$ cat src/rtl/regfile_write_arbiter.sv
// Two-source arbiter for the register bank write port: one holding slot per source,
// round-robin between sources, arrival order for same-register writes. Forwarding under WRF_FWD_EN.
module regfile_write_slot #(
  parameter int ADDR_W   = 4,
  parameter int DATA_W   = 32,
  parameter int NUM_REGS = 15
) (
  input  logic              CLK,
  input  logic              Reset,
  input  logic              valid,
  input  logic [ADDR_W-1:0] addr,
  input  logic [DATA_W-1:0] data,
  input  logic              gnt,
  output logic              ready,
  output logic              full,
  output logic              load,
  output logic              err,
  output logic [ADDR_W-1:0] s_addr,
  output logic [DATA_W-1:0] s_data
);
  localparam logic [ADDR_W:0] LIM = NUM_REGS[ADDR_W:0];

  logic acc, legal;

  assign ready = ~full | gnt;
  assign acc   = valid & ready;
  assign legal = {1'b0, addr} < LIM;
  assign load  = acc & legal;
  // out-of-range writes complete the handshake but are dropped here
  assign err   = acc & ~legal;

  always_ff @(posedge CLK) begin
    if (Reset) begin
      full   <= 1'b0;
      s_addr <= '0;
      s_data <= '0;
    end else if (load) begin
      full   <= 1'b1;
      s_addr <= addr;
      s_data <= data;
    end else if (gnt) begin
      full   <= 1'b0;
    end
  end
endmodule

module regfile_write_arbiter #(
  parameter int ADDR_W   = 4,
  parameter int DATA_W   = 32,
  parameter int NUM_REGS = 15
) (
  input  logic              CLK,
  input  logic              Reset,
  input  logic              A_Valid,
  output logic              A_Ready,
  input  logic [ADDR_W-1:0] A_Addr,
  input  logic [DATA_W-1:0] A_Data,
  input  logic              B_Valid,
  output logic              B_Ready,
  input  logic [ADDR_W-1:0] B_Addr,
  input  logic [DATA_W-1:0] B_Data,
  output logic              WE3,
  output logic [ADDR_W-1:0] A3,
  output logic [DATA_W-1:0] WD3,
  output logic              ErrAddr,
  output logic              Busy,
  input  logic [ADDR_W-1:0] FwdAddr,
  output logic              FwdHit,
  output logic [DATA_W-1:0] FwdData
);
  localparam int NSRC = 2;
  localparam logic [ADDR_W:0] LIM = NUM_REGS[ADDR_W:0];

  logic [NSRC-1:0]             vld, rdy, full, gnt, load, err;
  logic [NSRC-1:0][ADDR_W-1:0] in_addr, s_addr;
  logic [NSRC-1:0][DATA_W-1:0] in_data, s_data;
  logic older_b;  // B's contents were loaded strictly before A's
  logic rr_b;     // round-robin pointer: 0 = A next, 1 = B next
  logic g, same, contend;

  assign vld     = {B_Valid, A_Valid};
  assign in_addr = {B_Addr, A_Addr};
  assign in_data = {B_Data, A_Data};
  assign A_Ready = rdy[0];
  assign B_Ready = rdy[1];

  generate
    for (genvar i = 0; i < NSRC; i++) begin : g_slot
      regfile_write_slot #(.ADDR_W(ADDR_W), .DATA_W(DATA_W), .NUM_REGS(NUM_REGS)) u_slot (
        .CLK(CLK), .Reset(Reset), .valid(vld[i]), .addr(in_addr[i]), .data(in_data[i]),
        .gnt(gnt[i]), .ready(rdy[i]), .full(full[i]), .load(load[i]), .err(err[i]),
        .s_addr(s_addr[i]), .s_data(s_data[i]));
    end
  endgenerate

  assign same    = s_addr[0] == s_addr[1];
  assign contend = &full & ~same;

  always_comb begin
    gnt = '0;
    case (full)
      2'b01:   gnt = 2'b01;
      2'b10:   gnt = 2'b10;
      2'b11:   gnt = (same ? older_b : rr_b) ? 2'b10 : 2'b01;
      default: gnt = '0;
    endcase
  end

  assign g    = gnt[1];
  assign Busy = |full | WE3;

  always_ff @(posedge CLK) begin
    if (Reset) begin
      rr_b    <= 1'b0;
      older_b <= 1'b0;
      WE3     <= 1'b0;
      A3      <= '0;
      WD3     <= '0;
      ErrAddr <= 1'b0;
    end else begin
      if (contend) rr_b <= ~rr_b;
      // a B load (alone or tied with A) makes A the earlier one
      if (load[1])      older_b <= 1'b0;
      else if (load[0]) older_b <= 1'b1;
      WE3     <= |gnt;
      if (|gnt) begin
        A3  <= s_addr[g];
        WD3 <= s_data[g];
      end
      ErrAddr <= ErrAddr | (|err);
    end
  end

`ifdef WRF_FWD_EN
  logic [NSRC-1:0] fm;
  logic om, fwd_ok, nw;

  assign fwd_ok = {1'b0, FwdAddr} < LIM;
  assign nw     = ~older_b;  // newer slot when both are full

  always_comb begin
    for (int i = 0; i < NSRC; i++) fm[i] = full[i] & (s_addr[i] == FwdAddr) & fwd_ok;
    om      = WE3 & (A3 == FwdAddr) & fwd_ok;
    FwdHit  = |fm | om;
    FwdData = '0;
    if (fm[nw])       FwdData = s_data[nw];
    else if (fm[~nw]) FwdData = s_data[~nw];
    else if (om)      FwdData = WD3;
  end
`else
  logic unused_fwd;
  assign unused_fwd = ^FwdAddr;
  assign FwdHit     = 1'b0;
  assign FwdData    = '0;
`endif
endmodule

$ cat config.mk
export PLATFORM = sky130hd
export DESIGN_NAME = regfile_write_arbiter
export DESIGN_NICKNAME = d
export VERILOG_FILES = /design/src/rtl/regfile_write_arbiter.sv
export SDC_FILE = /design/constraint.sdc
export NUM_CORES = 1
export LEC_CHECK = 0
export ABC_AREA = 1
export BUFFER_PORTS_ARGS = -buffer_cell sky130_fd_sc_hd__buf_2
export CAP_MARGIN = 20
export CORE_ASPECT_RATIO = 1.2
export CORE_MARGIN = 4
export CORE_UTILIZATION = 35
export DETAILED_ROUTE_END_ITERATION = 10
export MAX_ROUTING_LAYER = met4
export PLACE_DENSITY = 0.65
export SYNTH_ARGS = -nofsm -noshare
export SYNTH_HDL_FRONTEND = slang
export SYNTH_SLANG_ARGS = --single-unit
$ cat constraint.sdc
create_clock -name CLK -period 1.69 [get_ports CLK]
set_clock_uncertainty 0.15 [all_clocks]
set_input_delay 0.169 -clock CLK [delete_from_list [all_inputs] [get_ports CLK]]
set_output_delay 0.169 -clock CLK [all_outputs]
set_load 0.005 [all_outputs]
==> results of run 1 <==
## cell usage after synthesis
cell type  count
nand2_1      304
nor2_1       131
dfxtp_1      114
inv_1         83
nand3_1       42
buf_4         41
clkbuf_1      13
buf_6         12
a21oi_1       10
nand4_1       10
nand3_4        4
nor2_2         2
buf_1          1
clkinv_1       1
conb_1         1
nand2_2        1
nand2_4        1
o21ai_0        1
or2_2          1
## kinds of logic (layout without fill, tap and decap cells)
kind of cell / count (synthesis) / after routing
and+or+nand+nor: 496 / 496
buffers and inverters: 151 / 385
DFF: 114 / 114
AOI/OAI and AO/OA: 11 / 11
other: 1 / 34
## registers in the layout, indices dropped and copies added (netlist names)
name and cells:
g_slot.u_slot.s_data 64, A3 4, rr_b 1, WD3 32, g_slot.u_slot.s_addr 8, ErrAddr 1
WE3 1, g_slot.u_slot.full 2, older_b 1
## worst min path at each step
stage,from,end,slack (ns),depth (start not counted)
finish,WD3[15],WD3[15],0.30,2
global route,WD3[25],WD3[25],0.32,2
CTS,WD3[11],WD3[11],0.30,2
detailed placement,B_Data[6],g_slot[1].u_slot.s_data[6],0.24,3
global placement,B_Data[5],g_slot[1].u_slot.s_data[5],0.24,3
floorplan,A_Data[0],g_slot[0].u_slot.s_data[0],0.15,2
## power groups by stage
stage               Clock [mW]  Combinational, mW  Sequential, mW
global route              3.85               1.85            3.01
detailed placement           0               1.04            3.03
global placement             0               1.03            3.03
floorplan                    0              0.702            3.03
CTS                       3.72               1.48            2.99
finish                    3.64               1.70            2.99
## critical path, cell delays in order, from the launching register on
cell	delay, ns
dfxtp_4	0.37
inv_2	0.05
nand2_2	0.06
nand2_2	0.07
nor2_4	0.17
nand2_4	0.10
nand2_4	0.09
nand3_4	0.07
buf_6	0.13
buf_6	0.10
## per-layer routing
layer / track usage / vias up / part of all wire
met3: 0.0506 / 42 / 0.051
li1: - / 2759 / -
met2: 0.323 / 182 / 0.49
met1: 0.224 / 2375 / 0.43
met5: - / - / 0
met4: 0.0793 / 0 / 0.025
## metrics by stage
step,hold WS [ns],cells,area (µm²),util
floorplan,0.154,805,5280,-
global placement,0.241,1058,5960,0.413
detailed placement,0.245,1058,5960,0.413
CTS,0.298,1200,8060,0.559
global route,0.315,1214,8570,0.595
finish,0.296,1215,8570,0.595
## timing repair
action	4_1_cts	5_1_grt
hold buffers	75	0
buffers inserted	24	12
gates cloned	11	13
pin swaps	7	26
hold endpoints to repair	72	0
resized for setup	70	88
endpoints found under the setup margin	114	115
## layout make-up
| cell class | count | area share |
|---|---|---|
| Timing Repair Buffer | 269 | 0.304 |
| Antenna cell | 1 | 0.000292 |
| Tap cell | 175 | 0.0255 |
| Multi-Input combinational cell | 540 | 0.294 |
| Inverter | 84 | 0.0368 |
| Sequential cell | 114 | 0.268 |
| Clock buffer | 18 | 0.0512 |
| Clock inverter | 14 | 0.0190 |
==> results.sh, run 1 <==
export IMPL_status="finished, violations left"
export IMPL_violations="setup timing"
export IMPL_grt_use_total=0.194
export IMPL_cts_buffers=17
export IMPL_ff2ff_setup_slack_ns=-0.24
export IMPL_io_buffers=116
export IMPL_r2r_start="g_slot[1].u_slot.s_addr[1]"
export IMPL_grt_start_max_net_pins=70
export IMPL_drive_above_1_share=0.318
export IMPL_setup_viol=114
export IMPL_synth_seq_cells=114
export IMPL_worst_ep_arrival_time_ns=1.63
export IMPL_ys_warn_count=0
export IMPL_ir_drop_mv=0.642
export IMPL_hold_violations=0
export IMPL_clk_pin_slew_ns=0.06
export IMPL_final_cell_mix="264 x nand2_1, 116 x nor2_1, 114 x buf_2, 104 x dfxtp_1, 75 x dlygate4sd3_1"
export IMPL_grt_setup_unrepaired="true"
export IMPL_grt_pass1_wl_mm=24.9
export IMPL_synth_top_family_by_area="simple AND/OR/NAND/NOR gates"
export IMPL_p_sw_mw=2.23
export IMPL_cp_required_ns=1.37
export IMPL_yosys_area_share_simple=0.390
export IMPL_synth_avg_cell_area_um2=6.68
export IMPL_cp_endpoint="A_Ready"
export IMPL_yosysTopAreaCell="dfxtp_1"
export IMPL_grt_pass1_vias=4978
export IMPL_synth_cell_types=19
export IMPL_fmax_ghz=0.512
export IMPL_swShare=0.268
export IMPL_num_fill_cells=1256
export IMPL_yosys_mux_area_fraction=0
export IMPL_worst_slack_ns=-0.262
export IMPL_core_area_um2=14400
export IMPL_syn_area_um2=5160
export IMPL_num_vias=5358
export IMPL_power_mw=8.33
export IMPL_netlist_instances=773
export IMPL_nNetsFinal=1106
export IMPL_synthAdderAreaFrac=0
export IMPL_clock_sinks=114
export IMPL_dieArea_um2=16800
export IMPL_min_period_ns=1.95
export IMPL_initial_core_util=0.358
export IMPL_startpoint="g_slot[1].u_slot.s_addr[1]"
export IMPL_insertion_delay_ns=0.42
export IMPL_fin_crit_sh=1.16
export IMPL_multi_input_area_um2=2520
export IMPL_intPower_mw=6.10
export IMPL_yosys_top_cells_area="dfxtp_1 44%, nand2_1 22%, nor2_1 9.5%"
export IMPL_die_width_um=119
export IMPL_powerDensity_nw_per_um2=972
export IMPL_pwr_share_seq=0.359
export IMPL_place_congestion=0.768
export IMPL_die_h_um=141
export IMPL_slew_viol_final=0
export IMPL_cts_root_buf="clkbuf_16"
export IMPL_seq_area_frac_synth=0.442
export IMPL_maxCapViolations=0
export IMPL_io_pins=154
export IMPL_cts_tree="yes"
export IMPL_totalWireLength_mm=17.5
export IMPL_synth_compound_area_frac=0.0107
export IMPL_p_comb_frac=0.204
export IMPL_yosys_area_top_type_share=0.442
export IMPL_hold_path_class="reg -> reg"
export IMPL_grt_remaining_overflow=0
export IMPL_drc_errors=0
export IMPL_dr_pass1_iters=5
export IMPL_crit_fanout=3
export IMPL_p_leak_nw=4.46
export IMPL_wl_per_cell_um=14.4
export IMPL_dpl_hpwl_mm=8.38
export IMPL_cp_end_kind="output pin"
export IMPL_vias_per_cell=4.41
export IMPL_dpl_worst_slack_ns=-0.0818
export IMPL_crit_type="reg -> out"
export IMPL_detail_route_antenna_nets=0
export IMPL_synth_xor_xnor_area_share=0
export IMPL_drtIter0Drc=253
export IMPL_ctsLongestPathBuffers=2
export IMPL_worst_r2r_cell_count=14
export IMPL_setup_tns_ns=-22.97
export IMPL_area_growth_pct=66.0
export IMPL_layout_commonest_cell="nand2_1"
export IMPL_startpoint_type="flip-flop"
export IMPL_row_count=48
export IMPL_regArea_um2=2300
export IMPL_clock_power_share=0.437
export IMPL_antenna_found_initial=0
export IMPL_htree_levels=4
export IMPL_regToRegEndpoint="g_slot[1].u_slot.s_data[12]"
Power figures use the tool's default switching activity.
==> inputs of run 2 (changes only) <==
RECOVER_POWER = 25   (was default)
REMOVE_ABC_BUFFERS = 1   (was default)
==> run 2 against run 1 <==
- the run still ends with setup timing left
- power fell by 4.6%
- fmax fell by 1.7%
- register-to-register slack got worse by 0.05 ns
- utilization fell by 2.9 points
- setup slack got worse by 0.035 ns
- critical endpoint is now B_Ready
- largest cell class is now multi-input gates
==> results.sh, run 2 (synthesis gave the netlist of run 1 again) <==
export IMPL_insertion_delay_ns=0.40
export IMPL_hold_start="Reset"
export IMPL_n_antenna_cell=0
export IMPL_grt_setup_unrepaired="true"
export IMPL_cts_buffers=17
export IMPL_num_vias=5190
export IMPL_clock_sinks=114
export IMPL_wl_per_cell_um=13.1
export IMPL_slowest_stage="dfxtp_2"
export IMPL_layout_commonest_cell="nand2_1"
export IMPL_crit_fanout=3
export IMPL_crit_type="reg -> out"
export IMPL_grt_pass1_vias=4928
export IMPL_die_h_um=141
export IMPL_htree_levels=4
export IMPL_p_sw_mw=2.08
export IMPL_largest_reg_flops=64
export IMPL_min_period_ns=1.99
export IMPL_nNetsFinal=1085
export IMPL_regToRegEndpoint="WD3[17]"
export IMPL_grt_start_max_net_pins=41
export IMPL_antenna_found_initial=0
export IMPL_r2r_start="g_slot[0].u_slot.s_addr[0]"
export IMPL_pwr_share_seq=0.376
export IMPL_ctsLongestPathBuffers=2
export IMPL_slew_viol_final=0
export IMPL_p_comb_frac=0.192
export IMPL_regMostFlops="g_slot.u_slot.s_data"
export IMPL_place_congestion=0.803
export IMPL_startpoint_type="flip-flop"
export IMPL_clk_pin_slew_ns=0.05
export IMPL_fmax_ghz=0.503
export IMPL_initial_core_util=0.358
export IMPL_powerDensity_nw_per_um2=974
export IMPL_worst_slack_ns=-0.297
export IMPL_cts_root_buf="clkbuf_16"
export IMPL_area_growth_pct=58.0
export IMPL_cts_tree="yes"
export IMPL_status="finished, violations left"
export IMPL_grt_pass1_wl_mm=24.0
export IMPL_power_mw=7.95
export IMPL_io_pins=154
export IMPL_swShare=0.262
export IMPL_startpoint="g_slot[0].u_slot.s_addr[0]"
export IMPL_ir_drop_mv=0.611
export IMPL_hold_violations=0
export IMPL_setup_viol=114
export IMPL_violations="setup timing"
export IMPL_drtIter0Drc=214
export IMPL_drc_errors=0
export IMPL_fin_util=0.566
export IMPL_dieArea_um2=16800
export IMPL_ff2ff_setup_slack_ns=-0.29
export IMPL_crit_chain="inv_2 -> nand2_1 -> nand2_2 -> nor2_4 -> buf_6 -> nand3_4 -> nand3_4 -> buf_6 -> buf_6"
export IMPL_tightest_slew_ns=0.847
export IMPL_maxCapViolations=0
export IMPL_worst_ep_arrival_time_ns=1.67
export IMPL_intPower_mw=5.87
export IMPL_setup_tns_ns=-25.45
export IMPL_top_regs="g_slot.u_slot.s_data (64), WD3 (32), g_slot.u_slot.s_addr (8)"
export IMPL_detail_route_antenna_nets=0
export IMPL_relSlewSlack=0.434
export IMPL_max_stage_delay_ns=0.36
export IMPL_grt_use_total=0.184
export IMPL_whs_path_depth=2
export IMPL_dr_pass1_iters=4
export IMPL_io_buffers=116
export IMPL_drive_above_1_share=0.331
export IMPL_final_cell_mix="236 x nand2_1, 121 x nor2_1, 111 x buf_2, 106 x dfxtp_1"
export IMPL_cp_end_kind="output pin"
export IMPL_row_count=48
export IMPL_grt_remaining_overflow=0
export IMPL_hold_path_class="in -> reg"
export IMPL_cp_required_ns=1.37
export IMPL_p_leak_nw=4.20
export IMPL_dpl_hpwl_mm=8.44
export IMPL_fin_crit_sh=1.18
export IMPL_worst_r2r_cell_count=15
export IMPL_min_to="WE3"
export IMPL_core_area_um2=14400
export IMPL_vias_per_cell=4.35
export IMPL_num_fill_cells=1305
export IMPL_die_width_um=119
export IMPL_totalWireLength_mm=15.7
export IMPL_clock_power_share=0.431
export IMPL_critPathMostFrequentCell="buf_6"
[run 2: changes by cell type in the layout (fill, tap and decap cells not counted), sizes merged]
cell and delta:
buf -14, bufinv -2, clkbuf +3, clkinv -3, clkinvlp -4, diode -1
dlygate4sd3 -1, inv -1, nor2 +1
[run 2: layout make-up]
type | instances | area [µm²] | area share
multi-input combinational | 541 | 2680 | 0.329
sequential | 114 | 2290 | 0.281
timing repair buffer | 247 | 2080 | 0.255
clock buffer | 28 | 527 | 0.0646
inverter | 84 | 315 | 0.0386
tap | 175 | 219 | 0.0268
clock inverter | 4 | 45.0 | 0.00552
[run 2: worst max-delay path: cells and delay by family (launching register included)]
kind,cells,cell delay (ns)
simple gates,5,0.53
buf+inv,4,0.36
flops,1,0.36
[run 2: how the worst max path moves through the flow]
stage | to | cells past startpoint | slack (ns)
5_1_grt | g_slot[0].u_slot.s_data[8] | 12 | -0.39
3_5_place_dp | WD3[3] | 12 | -0.14
6_report | B_Ready | 9 | -0.30
2_1_floorplan | A3[0] | 4 | -0.32
4_1_cts | B_Ready | 9 | -0.19
3_3_place_gp | A3[3] | 12 | -0.11
[run 2: metrics by stage]
step / worst slack, ns / hold slack, ns / cell area, µm² / cells
2_1_floorplan: -0.320 / 0.0881 / 4790 / 738
3_3_place_gp: -0.115 / 0.241 / 5990 / 1060
3_5_place_dp: -0.143 / 0.245 / 5990 / 1060
4_1_cts: -0.188 / 0.00947 / 7810 / 1189
5_1_grt: -0.393 / 0.0820 / 8160 / 1193
6_report: -0.297 / 0.0823 / 8160 / 1193
[run 2: power by group through the flow]
| stage | Sequential, mW | Combinational, mW | Clock (mW) |
|---|---|---|---|
| 6_report | 2.99 | 1.53 | 3.43 |
| 5_1_grt | 3.01 | 1.69 | 3.62 |
| 4_1_cts | 2.98 | 1.38 | 3.50 |
| 3_5_place_dp | 3.03 | 1.05 | 0 |
| 3_3_place_gp | 3.03 | 1.04 | 0 |
| 2_1_floorplan | 3.03 | 0.572 | 0 |
[run 2: what timing repair did]
action	in CTS	in global routing
gates cloned	4	3
setup endpoints to repair	113	116
pin swaps	19	60
setup buffers	19	4
endpoints found under the hold margin	72	0
resized for setup	66	104
hold buffers	74	0
[run 2: metal layers]
layer,vias up,track usage,routed length [µm]
li1,2702,-,-
met1,2308,0.218,6630
met2,151,0.305,8010
met3,29,0.0433,679
met4,0,0.0689,337
met5,-,-,0
